==> src/rtl/adc_capture_ctrl.sv <==
// rtl/adc_capture_ctrl.sv - multi-channel parallel ADC capture controller with FWFT sample FIFO
// Sweeps NUM_CH mux channels per divider tick, strobes the ADC and queues {channel,sample} words.
module adc_capture_ctrl #(
  parameter int DATA_W     = 8,
  parameter int NUM_CH     = 2,
  parameter int SETTLE_CYC = 2,
  parameter int CONV_PULSE = 2,
  parameter int CONV_CYC   = 60,
  parameter int RD_CYC     = 4,
  parameter int FIFO_DEPTH = 16,
  parameter int DIV_W      = 16,
  parameter int CH_W       = (NUM_CH > 1) ? $clog2(NUM_CH) : 1
) (
  input  logic              clk,
  input  logic              rst,
  input  logic              en,
  input  logic [DIV_W-1:0]  rate_div,
  output logic              convstb,
  output logic              csb,
  output logic              rdb,
  output logic [CH_W-1:0]   ch_sel,
  input  logic [DATA_W-1:0] db,
  output logic              m_valid,
  input  logic              m_ready,
  output logic [DATA_W-1:0] m_data,
  output logic [CH_W-1:0]   m_ch,
  output logic              overflow,
  input  logic              clr_ovf,
  output logic              busy
);

  localparam int AW     = $clog2(FIFO_DEPTH);
  localparam int WORD_W = CH_W + DATA_W;
  localparam int TMR_W  = 16;
  localparam logic [CH_W-1:0] LAST_CH = CH_W'(NUM_CH - 1);

  typedef enum logic [2:0] {
    S_IDLE,
    S_SETTLE,
    S_CONV,
    S_WAIT,
    S_READ,
    S_STORE
  } state_t;

  state_t r_state;
  state_t w_next;

  logic [DIV_W-1:0]  r_div_cnt;
  logic [DIV_W-1:0]  w_div_last;
  logic              w_tick;
  logic [TMR_W-1:0]  r_tmr;
  logic [TMR_W-1:0]  w_tmr_last;
  logic              w_tmr_done;
  logic [CH_W-1:0]   r_ch;
  logic [DATA_W-1:0] r_sample;
  logic              r_convstb;
  logic              r_csb;
  logic              r_rdb;
  logic              r_overflow;

  logic [WORD_W-1:0] r_mem [FIFO_DEPTH];
  logic [AW:0]       r_wr_ptr;
  logic [AW:0]       r_rd_ptr;
  logic              w_empty;
  logic              w_full;
  logic              w_push;
  logic              w_pop;
  logic              w_push_ok;
  logic [WORD_W-1:0] w_head;

  // A count already past a newly lowered rate_div wraps on the next cycle.
  assign w_div_last = (rate_div == '0) ? '0 : rate_div - DIV_W'(1);
  assign w_tick     = en && (r_div_cnt >= w_div_last);

  always_ff @(posedge clk) begin
    if (rst || !en) begin
      r_div_cnt <= '0;
    end else if (w_tick) begin
      r_div_cnt <= '0;
    end else begin
      r_div_cnt <= r_div_cnt + DIV_W'(1);
    end
  end

  always_comb begin
    w_tmr_last = '0;
    case (r_state)
      S_SETTLE: w_tmr_last = TMR_W'(SETTLE_CYC - 1);
      S_CONV:   w_tmr_last = TMR_W'(CONV_PULSE - 1);
      S_WAIT:   w_tmr_last = TMR_W'(CONV_CYC - 1);
      S_READ:   w_tmr_last = TMR_W'(RD_CYC - 1);
      default:  w_tmr_last = '0;
    endcase
  end

  assign w_tmr_done = (r_tmr == w_tmr_last);

  always_comb begin
    w_next = r_state;
    case (r_state)
      S_IDLE:   if (w_tick) w_next = S_SETTLE;
      S_SETTLE: if (w_tmr_done) w_next = S_CONV;
      S_CONV:   if (w_tmr_done) w_next = S_WAIT;
      S_WAIT:   if (w_tmr_done) w_next = S_READ;
      S_READ:   if (w_tmr_done) w_next = S_STORE;
      S_STORE:  w_next = (r_ch == LAST_CH) ? S_IDLE : S_SETTLE;
      default:  w_next = S_IDLE;
    endcase
  end

  always_ff @(posedge clk) begin
    if (rst) begin
      r_state <= S_IDLE;
      r_tmr   <= '0;
    end else begin
      r_state <= w_next;
      r_tmr   <= (w_next != r_state) ? '0 : r_tmr + TMR_W'(1);
    end
  end

  always_ff @(posedge clk) begin
    if (rst) begin
      r_ch <= '0;
    end else if (r_state == S_STORE) begin
      r_ch <= (r_ch == LAST_CH) ? '0 : r_ch + CH_W'(1);
    end
  end

  always_ff @(posedge clk) begin
    if (rst) begin
      r_sample <= '0;
    end else if (r_state == S_READ && w_tmr_done) begin
      r_sample <= db;
    end
  end

  // Strobes are registered from the next state so they toggle on the same edge as the FSM.
  always_ff @(posedge clk) begin
    if (rst) begin
      r_convstb <= 1'b1;
      r_csb     <= 1'b1;
      r_rdb     <= 1'b1;
    end else begin
      r_convstb <= (w_next != S_CONV);
      r_csb     <= (w_next != S_READ);
      r_rdb     <= (w_next != S_READ);
    end
  end

  assign w_empty   = (r_wr_ptr == r_rd_ptr);
  assign w_full    = (r_wr_ptr[AW] != r_rd_ptr[AW]) &&
                     (r_wr_ptr[AW-1:0] == r_rd_ptr[AW-1:0]);
  assign w_push    = (r_state == S_STORE);
  assign w_pop     = !w_empty && m_ready;
  assign w_push_ok = w_push && (!w_full || w_pop);

  always_ff @(posedge clk) begin
    if (w_push_ok) begin
      r_mem[r_wr_ptr[AW-1:0]] <= {r_ch, r_sample};
    end
  end

  always_ff @(posedge clk) begin
    if (rst) begin
      r_wr_ptr <= '0;
      r_rd_ptr <= '0;
    end else begin
      if (w_push_ok) r_wr_ptr <= r_wr_ptr + (AW + 1)'(1);
      if (w_pop)     r_rd_ptr <= r_rd_ptr + (AW + 1)'(1);
    end
  end

  always_ff @(posedge clk) begin
    if (rst) begin
      r_overflow <= 1'b0;
    end else if (w_push && !w_push_ok) begin
      r_overflow <= 1'b1;
    end else if (clr_ovf) begin
      r_overflow <= 1'b0;
    end
  end

  assign w_head   = r_mem[r_rd_ptr[AW-1:0]];
  assign m_valid  = !w_empty;
  assign m_data   = w_head[DATA_W-1:0];
  assign m_ch     = w_head[WORD_W-1:DATA_W];
  assign overflow = r_overflow;
  assign convstb  = r_convstb;
  assign csb      = r_csb;
  assign rdb      = r_rdb;
  assign ch_sel   = r_ch;
  assign busy     = (r_state != S_IDLE);

endmodule
==> config.mk <==
export PLATFORM = sky130hd
export DESIGN_NAME = adc_capture_ctrl
export DESIGN_NICKNAME = d
export VERILOG_FILES = /design/src/rtl/adc_capture_ctrl.sv
export SDC_FILE = /design/constraint.sdc
export NUM_CORES = 1
export LEC_CHECK = 0
export ABC_CLOCK_PERIOD_IN_PS = 3350
export CORE_MARGIN = 5
export CORE_UTILIZATION = 40
export DETAILED_ROUTE_END_ITERATION = 16
export PLACE_DENSITY = 0.57
export SYNTH_ARGS = -nofsm -noshare
export SYNTH_HDL_FRONTEND = slang
export SYNTH_SLANG_ARGS = --single-unit
==> constraint.sdc <==
create_clock -name clk -period 3.35 [get_ports clk]
set_input_delay 0.335 -clock clk [delete_from_list [all_inputs] [get_ports clk]]
set_output_delay 0.335 -clock clk [all_outputs]
set_load 0.01 [all_outputs]
==> impl_metrics.toml <==
[run_status]
status = "complete, no violations"

[setup_path]
crit_required_ns = 3.71
arrival_ns = 3.50
worstSetupEndpointType = "flop"
ff2ff_path_depth = 6
reg2reg_to = "r_mem[14][8]"
reg2reg_setup_slack_ns = 0.76
path_class = "input pin to flop"
regToRegStartpoint = "r_wr_ptr[2]"
setup.worst_path.start_class = "input pin"
path_max_fanout = 5

[synth]
yosysSeqAreaShare = 0.6279
syn_inst = 609
ys_seq_elements = 205
syn_area_per_cell_um2 = 14.50
synth_edf_count = 144
synthArstFlopShare = 0
yosysWarningCount = 0
synth_ff_type = "edfxtp_1"
syn_nets = 663
yosysUniqueCellTypes = 53
syn_area_mm2 = 0.008832

[floorplan]
initial_core_util = 0.4060
die-width_um = 158.6
die_y_um = 158.6
rows = 54
io_pins = 45
core_mm2 = 0.02176
dieArea_mm2 = 0.02515

[power_and_ir_drop]
power.density_mw_per_mm2 = 494.5
leakage_nw = 3.637
power.total_mw = 5.270
peakVddDrop_mv = 0.4351

[global_routing]
grt_util_all_layers = 0.1445
grt_pass1_wl_mm = 28.12
antenna_found_initial = 0
grt_overflow_total = 0
grt_pass1_vias = 5373
grt_max_degree = 37

[sta]
setup_violations = 0
worst_pin_slew_ns = 0.7683
hold_viol = 0
slew_viol_final = 0
timing.final.crit_share = 0.9370
min_period_ns = 3.139
whs_ns = 0.4526
clock.fmax_mhz = 318.6
maxSlewHeadroom = 0.4871
rsz0062_at_grt = "no"
clock_skew_ns = 0.02051

[finish]
nets = 755
area_delta_synth_final_pct = 20.65
final_common_cell = "edfxtp_1"
fin_cells = 997
n_fill_cell = 1875
diodes = 0
final_cell_mix = "edfxtp_1, nor2_1, dfxtp_1"
register_area_mm2 = 0.005547
drive_gt1_frac = 0.2008
multi_input_area_mm2 = 0.003162

[cts]
cts.reportedPaths.clkPinSlew_ns = 0.06
clock-root-buffer = "clkbuf_16"
cts_hold_buf = 0
clkSinkCount = 205
cts_buffer_depth = 3
clock_latency_ns = 0.50
htree_levels = 1
cts_tree = "done"
cts-resized-gates = 0
tritoncts.num_buffers = 22
post-cts-setup-buffer-count = 0

[route]
vias = 5175
drc = 0
via_per_inst = 5.191
routed_wl_mm = 17.89
drt_iter0_drc = 234
ant_nets = 0
drt_pass1_iterations = 4
wl_per_cell_um = 17.95

[placed_design]
portBuffers = 44
dpl.cell_count = 957
gp_congestion = 0.7733
dp_hpwl_mm = 12.01

[worst_hold_path]
min_from = "db[6]"
hold_path_depth = 3
worstHoldEndpoint = "r_sample[6]"
hold_class = "input pin to flop"

[flow_run]
drv_cap = 0
==> where the power goes <==
part,switching (mW),internal (mW),total [mW]
Combinational,0.0830,0.0922,0.175
Clock,0.951,1.44,2.39
Sequential,0.0156,2.69,2.70
Total,1.05,4.22,5.27
==> registers in the layout, summed over array words and instances (netlist names), named ones only <==
signal     cells
ch_sel         1
rdb            1
r_sample       8
overflow       1
r_wr_ptr       5
r_rd_ptr       5
r_tmr         16
convstb        1
r_mem        144
r_div_cnt     16
r_state        3
==> worst max path at each step <==
stage / startpoint / end / slack (ns)
final: rate_div[2] / convstb / 0.21
after floorplan: rate_div[5] / convstb / 0.14
after CTS: rate_div[5] / r_tmr[10] / 0.04
after global placement: rate_div[5] / convstb / -0.30
after global routing: rate_div[2] / r_tmr[3] / 0.01
after detailed placement: rate_div[5] / r_tmr[10] / -0.46
==> final cells by class <==
class / count / share of cell area
timing repair buffer: 91 / 0.07796
clock inverter: 14 / 0.01468
inverter: 12 / 0.004227
sequential: 205 / 0.5205
multi-input combinational: 369 / 0.2967
clock buffer: 26 / 0.05307
tap: 280 / 0.03288
==> critical path, stage by stage <==
cell,delay (ns)
clkdlybuf4s50_1,0.44
nor4_2,0.29
buf_4,0.18
and3_4,0.20
nand2_1,0.07
xnor2_1,0.13
nand2_1,0.08
ha_1,0.29
a211oi_1,0.24
nor2_1,0.09
a2111o_1,0.41
a21oi_2,0.16
o21a_2,0.18
or4b_1,0.42
==> stage by stage <==
step	instance area [um2]	TNS, ns	setup WS [ns]	utilization
final	10660	0	0.2109	0.4898
after global routing	10660	0	0.01215	0.4898
after CTS	10630	0	0.03807	0.4884
after detailed placement	9905	-14.02	-0.4630	0.4553
after global placement	9905	-6.530	-0.3001	0.4553
after floorplan	8832	0	0.1400	-
==> cell usage after synthesis (6+ instances only) <==
cell      count  share of area
nor2_1       67          0.028
mux2i_1      10          0.011
o21ai_0       6         0.0034
nor3_1       28          0.016
xor2_1       32          0.032
edfxtp_1    144           0.49
nand2b_1      6         0.0043
nand2_1      45          0.019
inv_1        12         0.0051
a21oi_1      10         0.0057
mux4_2       45           0.11
clkbuf_1     13         0.0055
xnor2_1      25          0.025
nand4_1      10         0.0071
ha_1         25          0.035
and3_1        6         0.0043
nand3_1      12         0.0068
dfxtp_1      61           0.14
==> cells by family (layout without fill, tap and decap cells) <==
logic type | Yosys count | count (layout) | share of synthesized area
buffers and inverters | 35 | 143 | 0.01757
AOI/OAI and AO/OA | 29 | 29 | 0.02253
muxes | 56 | 56 | 0.1276
and+or+nand+nor | 202 | 202 | 0.1125
adders and majority gates | 25 | 25 | 0.03542
DFF | 205 | 205 | 0.6279
xor gates and xnor gates | 57 | 57 | 0.05652
==> metal layers <==
| layer | part of all wire | GRT usage |
|---|---|---|
| met3 | 0.036 | 0.02555 |
| met2 | 0.51 | 0.2596 |
| met4 | 0.017 | 0.02965 |
| met1 | 0.44 | 0.1839 |
| met5 | 0 | 0 |
Power figures use the tool's default switching activity.
